**src/rtl/mmio_router_pkg.sv**
```systemverilog
// rtl/mmio_router_pkg.sv - shared constants, slot indices and FSM states for the MMIO router
package mmio_router_pkg;

    localparam logic [30:0] UART_BASE_DEF = 31'h6000_0000;
    localparam logic [30:0] BRAM_BASE_DEF = 31'h6001_0000;
    localparam logic [30:0] SPI_BASE_DEF  = 31'h6002_0000;

    localparam logic [30:0] UART_SIZE = 31'h0000_2000;
    localparam logic [30:0] BRAM_SIZE = 31'h0001_0000;
    localparam logic [30:0] SPI_SIZE  = 31'h0000_1000;

    localparam int          NSLOT     = 3;
    localparam logic [1:0]  SLOT_UART = 2'd0;
    localparam logic [1:0]  SLOT_BRAM = 2'd1;
    localparam logic [1:0]  SLOT_SPI  = 2'd2;

    localparam logic [1:0]  RESP_OKAY   = 2'b00;
    localparam logic [1:0]  RESP_DECERR = 2'b11;

    typedef enum logic [1:0] {WR_IDLE, WR_ADDR, WR_DATA, WR_RESP} wr_state_t;
    typedef enum logic [1:0] {RD_IDLE, RD_ADDR, RD_DATA} rd_state_t;

endpackage

```
**src/rtl/mmio_addr_decode.sv**
```systemverilog
// rtl/mmio_addr_decode.sv - maps a start address onto one of the three peripheral windows
module mmio_addr_decode
    import mmio_router_pkg::*;
#(
    parameter logic [30:0] UART_BASE = UART_BASE_DEF,
    parameter logic [30:0] BRAM_BASE = BRAM_BASE_DEF,
    parameter logic [30:0] SPI_BASE  = SPI_BASE_DEF
) (
    input  logic [30:0] addr_i,
    output logic [1:0]  slot_o,
    output logic        hit_o
);

    // Offset compare: addresses below a base wrap to a huge offset and miss.
    always_comb begin
        slot_o = SLOT_UART;
        hit_o  = 1'b0;
        if ((addr_i - UART_BASE) < UART_SIZE) begin
            slot_o = SLOT_UART;
            hit_o  = 1'b1;
        end else if ((addr_i - BRAM_BASE) < BRAM_SIZE) begin
            slot_o = SLOT_BRAM;
            hit_o  = 1'b1;
        end else if ((addr_i - SPI_BASE) < SPI_SIZE) begin
            slot_o = SLOT_SPI;
            hit_o  = 1'b1;
        end
    end

endmodule

```
**src/rtl/mmio_router.sv**
```systemverilog
// rtl/mmio_router.sv - one-to-three AXI router with independent read/write paths and DECERR target
module mmio_router
    import mmio_router_pkg::*;
#(
    parameter logic [30:0] UART_BASE = UART_BASE_DEF,
    parameter logic [30:0] BRAM_BASE = BRAM_BASE_DEF,
    parameter logic [30:0] SPI_BASE  = SPI_BASE_DEF
) (
    input  logic         clock,
    input  logic         reset,
    input  logic         s_aw_valid,
    output logic         s_aw_ready,
    input  logic [3:0]   s_aw_id,
    input  logic [30:0]  s_aw_addr,
    input  logic [7:0]   s_aw_len,
    input  logic [2:0]   s_aw_size,
    input  logic [1:0]   s_aw_burst,
    input  logic         s_w_valid,
    output logic         s_w_ready,
    input  logic [63:0]  s_w_data,
    input  logic [7:0]   s_w_strb,
    input  logic         s_w_last,
    output logic         s_b_valid,
    input  logic         s_b_ready,
    output logic [3:0]   s_b_id,
    output logic [1:0]   s_b_resp,
    input  logic         s_ar_valid,
    output logic         s_ar_ready,
    input  logic [3:0]   s_ar_id,
    input  logic [30:0]  s_ar_addr,
    input  logic [7:0]   s_ar_len,
    input  logic [2:0]   s_ar_size,
    input  logic [1:0]   s_ar_burst,
    output logic         s_r_valid,
    input  logic         s_r_ready,
    output logic [3:0]   s_r_id,
    output logic [63:0]  s_r_data,
    output logic [1:0]   s_r_resp,
    output logic         s_r_last,
    output logic [2:0]   m_aw_valid,
    input  logic [2:0]   m_aw_ready,
    output logic [11:0]  m_aw_id,
    output logic [92:0]  m_aw_addr,
    output logic [23:0]  m_aw_len,
    output logic [8:0]   m_aw_size,
    output logic [5:0]   m_aw_burst,
    output logic [2:0]   m_w_valid,
    input  logic [2:0]   m_w_ready,
    output logic [191:0] m_w_data,
    output logic [23:0]  m_w_strb,
    output logic [2:0]   m_w_last,
    input  logic [2:0]   m_b_valid,
    output logic [2:0]   m_b_ready,
    input  logic [11:0]  m_b_id,
    input  logic [5:0]   m_b_resp,
    output logic [2:0]   m_ar_valid,
    input  logic [2:0]   m_ar_ready,
    output logic [11:0]  m_ar_id,
    output logic [92:0]  m_ar_addr,
    output logic [23:0]  m_ar_len,
    output logic [8:0]   m_ar_size,
    output logic [5:0]   m_ar_burst,
    input  logic [2:0]   m_r_valid,
    output logic [2:0]   m_r_ready,
    input  logic [11:0]  m_r_id,
    input  logic [191:0] m_r_data,
    input  logic [5:0]   m_r_resp,
    input  logic [2:0]   m_r_last
);

    wr_state_t   wr_state_q, wr_state_d;
    rd_state_t   rd_state_q, rd_state_d;
    logic        up_q;
    logic [3:0]  aw_id_q, ar_id_q;
    logic [30:0] aw_addr_q, ar_addr_q;
    logic [7:0]  aw_len_q, ar_len_q, rd_cnt_q, rd_cnt_d;
    logic [2:0]  aw_size_q, ar_size_q;
    logic [1:0]  aw_burst_q, ar_burst_q, wslot_q, rslot_q, aw_slot, ar_slot;
    logic        whit_q, rhit_q, aw_hit, ar_hit, aw_hs, ar_hs;

    mmio_addr_decode #(.UART_BASE(UART_BASE), .BRAM_BASE(BRAM_BASE), .SPI_BASE(SPI_BASE))
        u_aw_dec (.addr_i(s_aw_addr), .slot_o(aw_slot), .hit_o(aw_hit));
    mmio_addr_decode #(.UART_BASE(UART_BASE), .BRAM_BASE(BRAM_BASE), .SPI_BASE(SPI_BASE))
        u_ar_dec (.addr_i(s_ar_addr), .slot_o(ar_slot), .hit_o(ar_hit));

    assign aw_hs = s_aw_valid && s_aw_ready;
    assign ar_hs = s_ar_valid && s_ar_ready;

    assign m_aw_id    = {NSLOT{aw_id_q}};
    assign m_aw_addr  = {NSLOT{aw_addr_q}};
    assign m_aw_len   = {NSLOT{aw_len_q}};
    assign m_aw_size  = {NSLOT{aw_size_q}};
    assign m_aw_burst = {NSLOT{aw_burst_q}};
    assign m_w_data   = {NSLOT{s_w_data}};
    assign m_w_strb   = {NSLOT{s_w_strb}};
    assign m_w_last   = {NSLOT{s_w_last}};
    assign m_ar_id    = {NSLOT{ar_id_q}};
    assign m_ar_addr  = {NSLOT{ar_addr_q}};
    assign m_ar_len   = {NSLOT{ar_len_q}};
    assign m_ar_size  = {NSLOT{ar_size_q}};
    assign m_ar_burst = {NSLOT{ar_burst_q}};

    always_ff @(posedge clock or posedge reset) begin
        if (reset) begin
            wr_state_q <= WR_IDLE;
            rd_state_q <= RD_IDLE;
        end else begin
            wr_state_q <= wr_state_d;
            rd_state_q <= rd_state_d;
        end
    end

    // up_q holds the IDLE readies low until the first edge after reset release.
    always_ff @(posedge clock or posedge reset) begin
        if (reset) begin
            up_q       <= 1'b0;
            aw_id_q    <= '0;
            aw_addr_q  <= '0;
            aw_len_q   <= '0;
            aw_size_q  <= '0;
            aw_burst_q <= '0;
            wslot_q    <= '0;
            whit_q     <= 1'b0;
            ar_id_q    <= '0;
            ar_addr_q  <= '0;
            ar_len_q   <= '0;
            ar_size_q  <= '0;
            ar_burst_q <= '0;
            rslot_q    <= '0;
            rhit_q     <= 1'b0;
            rd_cnt_q   <= '0;
        end else begin
            up_q     <= 1'b1;
            rd_cnt_q <= rd_cnt_d;
            if (aw_hs) begin
                aw_id_q    <= s_aw_id;
                aw_addr_q  <= s_aw_addr;
                aw_len_q   <= s_aw_len;
                aw_size_q  <= s_aw_size;
                aw_burst_q <= s_aw_burst;
                wslot_q    <= aw_slot;
                whit_q     <= aw_hit;
            end
            if (ar_hs) begin
                ar_id_q    <= s_ar_id;
                ar_addr_q  <= s_ar_addr;
                ar_len_q   <= s_ar_len;
                ar_size_q  <= s_ar_size;
                ar_burst_q <= s_ar_burst;
                rslot_q    <= ar_slot;
                rhit_q     <= ar_hit;
            end
        end
    end

    always_comb begin
        wr_state_d = wr_state_q;
        case (wr_state_q)
            WR_IDLE: if (aw_hs) wr_state_d = aw_hit ? WR_ADDR : WR_DATA;
            WR_ADDR: if (m_aw_ready[wslot_q]) wr_state_d = WR_DATA;
            WR_DATA: if (s_w_valid && s_w_ready && s_w_last) wr_state_d = WR_RESP;
            WR_RESP: if (s_b_valid && s_b_ready) wr_state_d = WR_IDLE;
            default: wr_state_d = WR_IDLE;
        endcase
    end

    always_comb begin
        s_aw_ready = 1'b0;
        m_aw_valid = '0;
        s_w_ready  = 1'b0;
        m_w_valid  = '0;
        s_b_valid  = 1'b0;
        m_b_ready  = '0;
        s_b_id     = aw_id_q;
        s_b_resp   = RESP_DECERR;
        case (wr_state_q)
            WR_IDLE: s_aw_ready = up_q;
            WR_ADDR: m_aw_valid[wslot_q] = whit_q;
            WR_DATA: begin
                if (whit_q) begin
                    m_w_valid[wslot_q] = s_w_valid;
                    s_w_ready          = m_w_ready[wslot_q];
                end else begin
                    s_w_ready = 1'b1;
                end
            end
            WR_RESP: begin
                if (whit_q) begin
                    m_b_ready[wslot_q] = s_b_ready;
                    s_b_valid          = m_b_valid[wslot_q];
                    s_b_id             = m_b_id[{wslot_q, 2'b00} +: 4];
                    s_b_resp           = m_b_resp[{wslot_q, 1'b0} +: 2];
                end else begin
                    s_b_valid = 1'b1;
                end
            end
            default: ;
        endcase
    end

    always_comb begin
        rd_state_d = rd_state_q;
        rd_cnt_d   = rd_cnt_q;
        case (rd_state_q)
            RD_IDLE: if (ar_hs) begin
                rd_state_d = ar_hit ? RD_ADDR : RD_DATA;
                rd_cnt_d   = s_ar_len;
            end
            RD_ADDR: if (m_ar_ready[rslot_q]) rd_state_d = RD_DATA;
            RD_DATA: if (s_r_valid && s_r_ready) begin
                rd_cnt_d = rd_cnt_q - 8'd1;
                if (s_r_last) rd_state_d = RD_IDLE;
            end
            default: rd_state_d = RD_IDLE;
        endcase
    end

    // The DECERR target sources its own beats; last comes from the local countdown.
    always_comb begin
        s_ar_ready = 1'b0;
        m_ar_valid = '0;
        s_r_valid  = 1'b0;
        m_r_ready  = '0;
        s_r_id     = ar_id_q;
        s_r_data   = '0;
        s_r_resp   = RESP_DECERR;
        s_r_last   = 1'b0;
        case (rd_state_q)
            RD_IDLE: s_ar_ready = up_q;
            RD_ADDR: m_ar_valid[rslot_q] = rhit_q;
            RD_DATA: begin
                if (rhit_q) begin
                    m_r_ready[rslot_q] = s_r_ready;
                    s_r_valid          = m_r_valid[rslot_q];
                    s_r_id             = m_r_id[{rslot_q, 2'b00} +: 4];
                    s_r_data           = m_r_data[{rslot_q, 6'd0} +: 64];
                    s_r_resp           = m_r_resp[{rslot_q, 1'b0} +: 2];
                    s_r_last           = m_r_last[rslot_q];
                end else begin
                    s_r_valid = 1'b1;
                    s_r_last  = (rd_cnt_q == 8'd0);
                end
            end
            default: ;
        endcase
    end

endmodule

```
**config.mk**
```make
export PLATFORM = sky130hd
export DESIGN_NAME = mmio_router
export DESIGN_NICKNAME = d
export VERILOG_FILES = /design/src/rtl/mmio_router_pkg.sv /design/src/rtl/mmio_addr_decode.sv /design/src/rtl/mmio_router.sv
export SDC_FILE = /design/constraint.sdc
export NUM_CORES = 1
export LEC_CHECK = 0
export ABC_AREA = 1
export CAP_MARGIN = 25
export CELL_PAD_IN_SITES_DETAIL_PLACEMENT = 0
export CELL_PAD_IN_SITES_GLOBAL_PLACEMENT = 1
export CORE_AREA = 4 4 401 403
export DETAILED_ROUTE_END_ITERATION = 10
export DIE_AREA = 0 0 405 407
export GPL_ROUTABILITY_DRIVEN = 1
export GPL_TIMING_DRIVEN = 0
export PLACE_DENSITY = 0.48
export SETUP_SLACK_MARGIN = 0.1
export SLEW_MARGIN = 0
export SYNTH_ARGS = -nofsm -noshare
export SYNTH_HDL_FRONTEND = slang
export SYNTH_SLANG_ARGS = --single-unit
```
**constraint.sdc**
```tcl
create_clock -name clock -period 5.35 [get_ports clock]
set_clock_uncertainty 0.2 [all_clocks]
set_input_delay 1.07 -clock clock [delete_from_list [all_inputs] [get_ports clock]]
set_output_delay 1.07 -clock clock [all_outputs]
set_load 0.01 [all_outputs]
```
==> impl_metrics.toml <==
[logic_synthesis]
syn_area_per_cell_sq_um = 6.548
synthArstFlopShare = 1.000
ys_ff_latch = 115
synth_edf_count = 0
netlist_area_sq_mm = 0.01088
yosysWarnings = 0
ys_seq_area_frac = 0.2646
syn_nets = 2092
syn_inst = 1661
ys.flop_type = "dfrtp_1"
ys_types = 40

[timing]
fmax_mhz = 210.8
fin_crit_ns = 4.744
grt_setup_unrepaired = "no"
relSlewSlack = 0.3686
drv_slew = 0
period_share = 0.8867
setup_viol = 0
max_slew.worst_pin.slew_ns = 0.9471
setup_ws_ns = 0.6062
finalHoldViolCount = 0

[power_and_ir_drop]
leakage_uw = 0.01042
power_density_mw_per_mm2 = 117.2
ir_drop_v = 0.0002503

[layout]
nets = 3065
fin_area_sq_mm = 0.02363
fillers = 18220
synthToLayoutAreaGrowth_pct = 117.2
seq_area_sq_mm = 0.002878
fin_cells = 4725
multiInputGateArea_sq_mm = 0.004111
drive_above_1_share = 0.1930

[clock_network]
cts_hold_buf = 0
clockBufferDepth = 2
clkTransAtPathRegs_ns = 0.06
cts_root_buf = "clkbuf_16"
clkLatencyLatePin_ns = 0.50
cts_resized = 0
cts_tree = "yes"
cts_setup_buffers = 0
ctsHtreeMaxLevel = 4
clock_sinks = 115
cts_buffers = 17

[floorplan]
start_util = 0.06907
die-height_um = 407
design.core.area_sq_mm = 0.1575
io_pins = 1026
rows = 146
die_w_um = 405
dieArea_sq_mm = 0.1648

[placed_design]
gp_congestion = 0.7969
dpl_worst_slack_ns = 0.8239
dp.cells = 4687
port_buffers = 953
postPlaceCellArea_sq_mm = 0.02304
dp_hpwl_um = 85610

[global_route]
grt_max_degree = 62
grt_antenna_before_repair = 23
grt.total_usage = 0.1101
grt_pass1_vias = 13850
overflow = 0
grt_pass1_wl_um = 122400

[detailed_routing]
vias = 13620
drt_iter0_drc = 573
first_pass_iters = 5
ant_nets = 0
drt-total-wl_um = 94780
drc = 0
via_per_inst = 2.882
detail_route.wl_per_cell_um = 20.06

[setup_path]
crit_type = "flip-flop to output port"
r2r-end = "aw_addr_q[9]$_DFFE_PP0P_"
critPathMaxFanout = 10
startpoint_type = "flip-flop"
r2r_cells = 10
path_buf_inv = 2
worstPathArrival_ns = 3.47
ff2ff_setup_slack_ns = 2.47
worst_path_dominant_cell_family = "buffers and inverters"
path_cells = "nor2_4 -> clkbuf_1 -> a22oi_1 -> a22oi_1 -> clkdlybuf4s50_1"
slowest_delay_ns = 0.76
crit_slowest_cell = "clkdlybuf4s50_1"
cp_common_cell = "a22oi_1"
cp.required_ns = 4.08
end_kind = "output port"
reg2reg_from = "wr_state_q[0]$_DFFE_PP0P_"

[outcome]
status = "complete, no violations"

[hold_path]
hold_path_end = "rd_cnt_q[7]$_DFFE_PP0P_"
hold_class = "flip-flop to flip-flop"
hp-start = "rd_cnt_q[7]$_DFFE_PP0P_"
min_delay_path_depth = 2

[job]
max-cap-violations = 0
==> final cells by class <==
type | count | area share
timing repair buffer | 954 | 0.4049
multi-input combinational | 929 | 0.1740
buffer | 464 | 0.1402
sequential | 115 | 0.1218
tap | 2072 | 0.1097
inverter | 153 | 0.02452
clock buffer | 17 | 0.01800
clock inverter | 15 | 0.006248
antenna | 6 | 0.0006354
==> how the worst max path moves through the flow <==
| stage | startpoint | end | slack [ns] | cells after the start |
|---|---|---|---|---|
| after floorplan | reset | ar_addr_q[0]$_DFFE_PP0P_ | 1.04 | 1 |
| after global placement | reset | aw_len_q[4]$_DFFE_PP0P_ | -2.24 | 2 |
| after detailed placement | rslot_q[1]$_DFFE_PP0P_ | s_r_id[1] | 0.82 | 5 |
| after CTS | rslot_q[1]$_DFFE_PP0P_ | s_r_id[1] | 0.25 | 5 |
| after global routing | rslot_q[1]$_DFFE_PP0P_ | s_r_id[0] | 0.22 | 5 |
| final | rslot_q[1]$_DFFE_PP0P_ | s_r_id[1] | 0.61 | 5 |
==> Yosys cell counts (7+ instances only) <==
library cell	instances	area share
ha_1	9	0.010
a22oi_1	13	0.0090
clkbuf_1	34	0.012
nand2_1	591	0.20
dfrtp_1	115	0.26
a21oi_1	13	0.0060
nor2_4	7	0.0072
inv_2	16	0.0055
nor2_1	68	0.023
buf_2	14	0.0064
o21ai_0	47	0.022
inv_1	137	0.047
buf_4	412	0.28
o21ai_1	10	0.0046
nand4_1	7	0.0040
nor2_2	11	0.0063
nand3_1	105	0.048
==> power breakdown <==
part	internal (uW)	switching [uW]
combinational	476	216
sequential	870	0.440
clock	650	557
total	2000	774
==> through the flow <==
step                setup TNS [ns]  utilization  hold WS (ns)  power [uW]
detailed placement               0       0.1463        0.3273        1590
global route                     0       0.1500        0.3723        2920
global placement           -251.91       0.1461        0.3211        1586
finish                           0       0.1501        0.3381        2769
floorplan                        0            -        0.2968        1101
CTS                              0       0.1500        0.3430        2874
==> worst register-to-register path: stages (launching register included) <==
cell and delay, ns:
dfrtp_1 0.40, inv_1 0.15, ha_1 0.28, nand2_1 0.09
inv_2 0.12, nand2_1 0.43, inv_1 0.23, buf_2 0.37
buf_2 0.29, nand2_1 0.17, nand2_1 0.09
==> placed cells by master, fill, tap and decap left out, types with 2 or more instances in the layout <==
cell	Yosys	routed
a21oi_1	13	13
a21oi_2	3	3
a22oi_1	13	13
a31oi_1	4	4
a32oi_1	2	2
buf_1	3	3
buf_2	14	14
buf_4	412	412
clkbuf_1	34	34
clkbuf_16	0	17
clkdlybuf4s50_1	0	953
clkinv_2	0	2
clkinv_4	0	3
clkinvlp_4	0	2
dfrtp_1	115	115
diode_2	0	6
ha_1	9	9
inv_1	137	136
inv_2	16	16
inv_6	0	6
inv_8	0	2
nand2_1	591	591
nand2_2	5	5
nand3_1	105	105
nand3_2	2	2
nand4_1	7	7
nor2_1	68	68
nor2_2	11	11
nor2_4	7	7
nor3_1	5	5
nor4_1	3	3
o211ai_1	2	2
o21ai_0	47	47
o21ai_1	10	10
o221ai_1	2	2
o22ai_1	5	5
or2_2	2	2
xor2_1	4	4
==> state kept, by name, summed over array words and instances (netlist names) <==
register    count
rd_state_q      2
rslot_q         2
ar_size_q       3
ar_addr_q      31
rhit_q          1
aw_burst_q      2
wr_state_q      2
aw_size_q       3
wslot_q         2
whit_q          1
rd_cnt_q        8
aw_addr_q      31
ar_burst_q      2
ar_id_q         4
aw_id_q         4
ar_len_q        8
up_q            1
aw_len_q        8
==> kinds of logic (layout without fill, tap and decap cells) <==
kind of cell / Yosys count / after routing / share of synthesized area
AOI/OAI and AO/OA: 104 / 104 / 0.05637
xor gates and xnor gates: 4 / 4 / 0.003221
adders and majority gates: 9 / 9 / 0.01035
buffers and inverters: 617 / 1603 / 0.3574
DFF: 115 / 115 / 0.2646
other: 1 / 7 / 0.0003448
and+or+nand+nor: 811 / 811 / 0.3077
==> metal layers <==
metal  global-route usage  routed length (um)
met1               0.1225               36310
met2               0.2063               50580
met3              0.02810                5859
met4              0.02990                2016
met5                    0                  13
Note: power is estimated with default switching activity, not from simulation.
==> edit: new RTL, same flow settings <==
Reset style: synchronous (`reset`), changed in 2 clocked blocks.
--- a/src/rtl/mmio_router.sv
+++ b/src/rtl/mmio_router.sv
@@ -101,5 +101,5 @@
     assign m_ar_burst = {NSLOT{ar_burst_q}};
 
-    always_ff @(posedge clock or posedge reset) begin
+    always_ff @(posedge clock) begin
         if (reset) begin
             wr_state_q <= WR_IDLE;
@@ -112,5 +112,5 @@
 
     // up_q holds the IDLE readies low until the first edge after reset release.
-    always_ff @(posedge clock or posedge reset) begin
+    always_ff @(posedge clock) begin
         if (reset) begin
             up_q       <= 1'b0;
Formal check against the unedited RTL: differs if reset is asserted again (counterexample within 4 cycles, from zero or initial values and one cycle with reset high); with reset held inactive, the same outputs for 4 cycles.
==> edit against the original RTL <==
Design area decreased by 0.58%. Critical path depth grew 1. Routed wire length decreased by 0.29%. Global-route usage down 0.11 points. Setup slack got worse by 0.11 ns. Critical endpoint is now s_r_id[0]. Sequential cell count unchanged. Die area is the same. Synthesized area down 2.9%. Synthesized cell count increased by 2.0%.
Power is not compared: it rests on default switching activity, and its combinational part moved more than twofold at a synthesized area within 25%.
==> edit: results <==
set metrics [dict create \
    synth_fp_nets 2125 \
    fraction_of_standard_cell_area_in_multi_input_logic_pct 18.54 \
    nonClockBufferCount 1440 \
    run_status "completed" \
    antenna_cells 10 \
    post_cts_resize_count 1 \
    number_of_multi_input_combinational_cells_in_the_layout 958 \
    antenna_found_initial 27 \
    min_to "aw_addr_q[12]$_SDFFE_PP0P_" \
    cp_data_arrival_time_ns 3.59 \
    synth_compound_area_share_pct 10.58 \
    start_of_the_worst_register_to_register_path "wr_state_q[0]$_SDFFE_PP0P_" \
    sh_seq_area_pct 9.806 \
    grt_max_degree 20 \
    post_synth_fa_ha_maj_area_fraction_pct 1.066 \
    cells_taking_the_most_area_after_synthesis "sky130_fd_sc_hd__buf_4 (30%), sky130_fd_sc_hd__dfxtp_1 (22%), sky130_fd_sc_hd__nand2_1 (19%)" \
    cpPeakStageDelay_ns 0.96 \
    share_of_layout_cells_above_drive_strength_1_pct 18.66 \
    buffer_area_share_pct 55.69 \
    synth.cells.most_frequent "sky130_fd_sc_hd__nand2_1 (522), sky130_fd_sc_hd__buf_4 (416), sky130_fd_sc_hd__inv_1 (138)" \
    timing.rr.end "aw_size_q[0]$_SDFFE_PP0P_" \
    asyncSetResetFlopFracSynth_pct 0 \
    whs_ns 0.3024 \
    drt_iter0_drc 576 \
    final_net_count 3108 \
    dr_vias 13854 \
    holdCritStartpoint "aw_addr_q[12]$_SDFFE_PP0P_" \
    grt_first_pass_wirelength_um 121500 \
    final.signal_inverter_count 145 \
    cts_htree_levels 4 \
    slew_headroom_pct 40.68 \
    place.gp.congestion 0.7909 \
    place_hpwl_um 84820 \
]
## edit: cell count changes after synthesis, sizes merged, moves of 10 or more
cell,before,now
dfrtp,115,0
nand3,108,98
inv,153,143
nor2,86,69
nor3,5,22
dfxtp,0,115
clkbuf,34,45
nand2,597,527
a21oi,16,123
## edit: cells by family after synthesis
group | Yosys count
and+or+nand+nor | 735
buffers and inverters | 621
AOI/OAI and AO/OA | 207
DFF | 115
adders and majority gates | 9
xor gates and xnor gates | 7
## edit: stage by stage
stage	util, %	instance area, sq um	cells	TNS (ns)
final	14.92	23490	4772	0
after global routing	14.91	23470	4765	0
after CTS	14.90	23470	4762	0
after detailed placement	14.53	22880	4731	0
after global placement	14.41	22690	4719	-0.2921
after floorplan	-	10560	1694	0
## edit: routing by layer
metal  wire length, um  global-route usage, %
met1             40330                  13.29
met3              5848                  2.927
met4               945                  1.860
met5                13                      0
met2             47360                  19.39
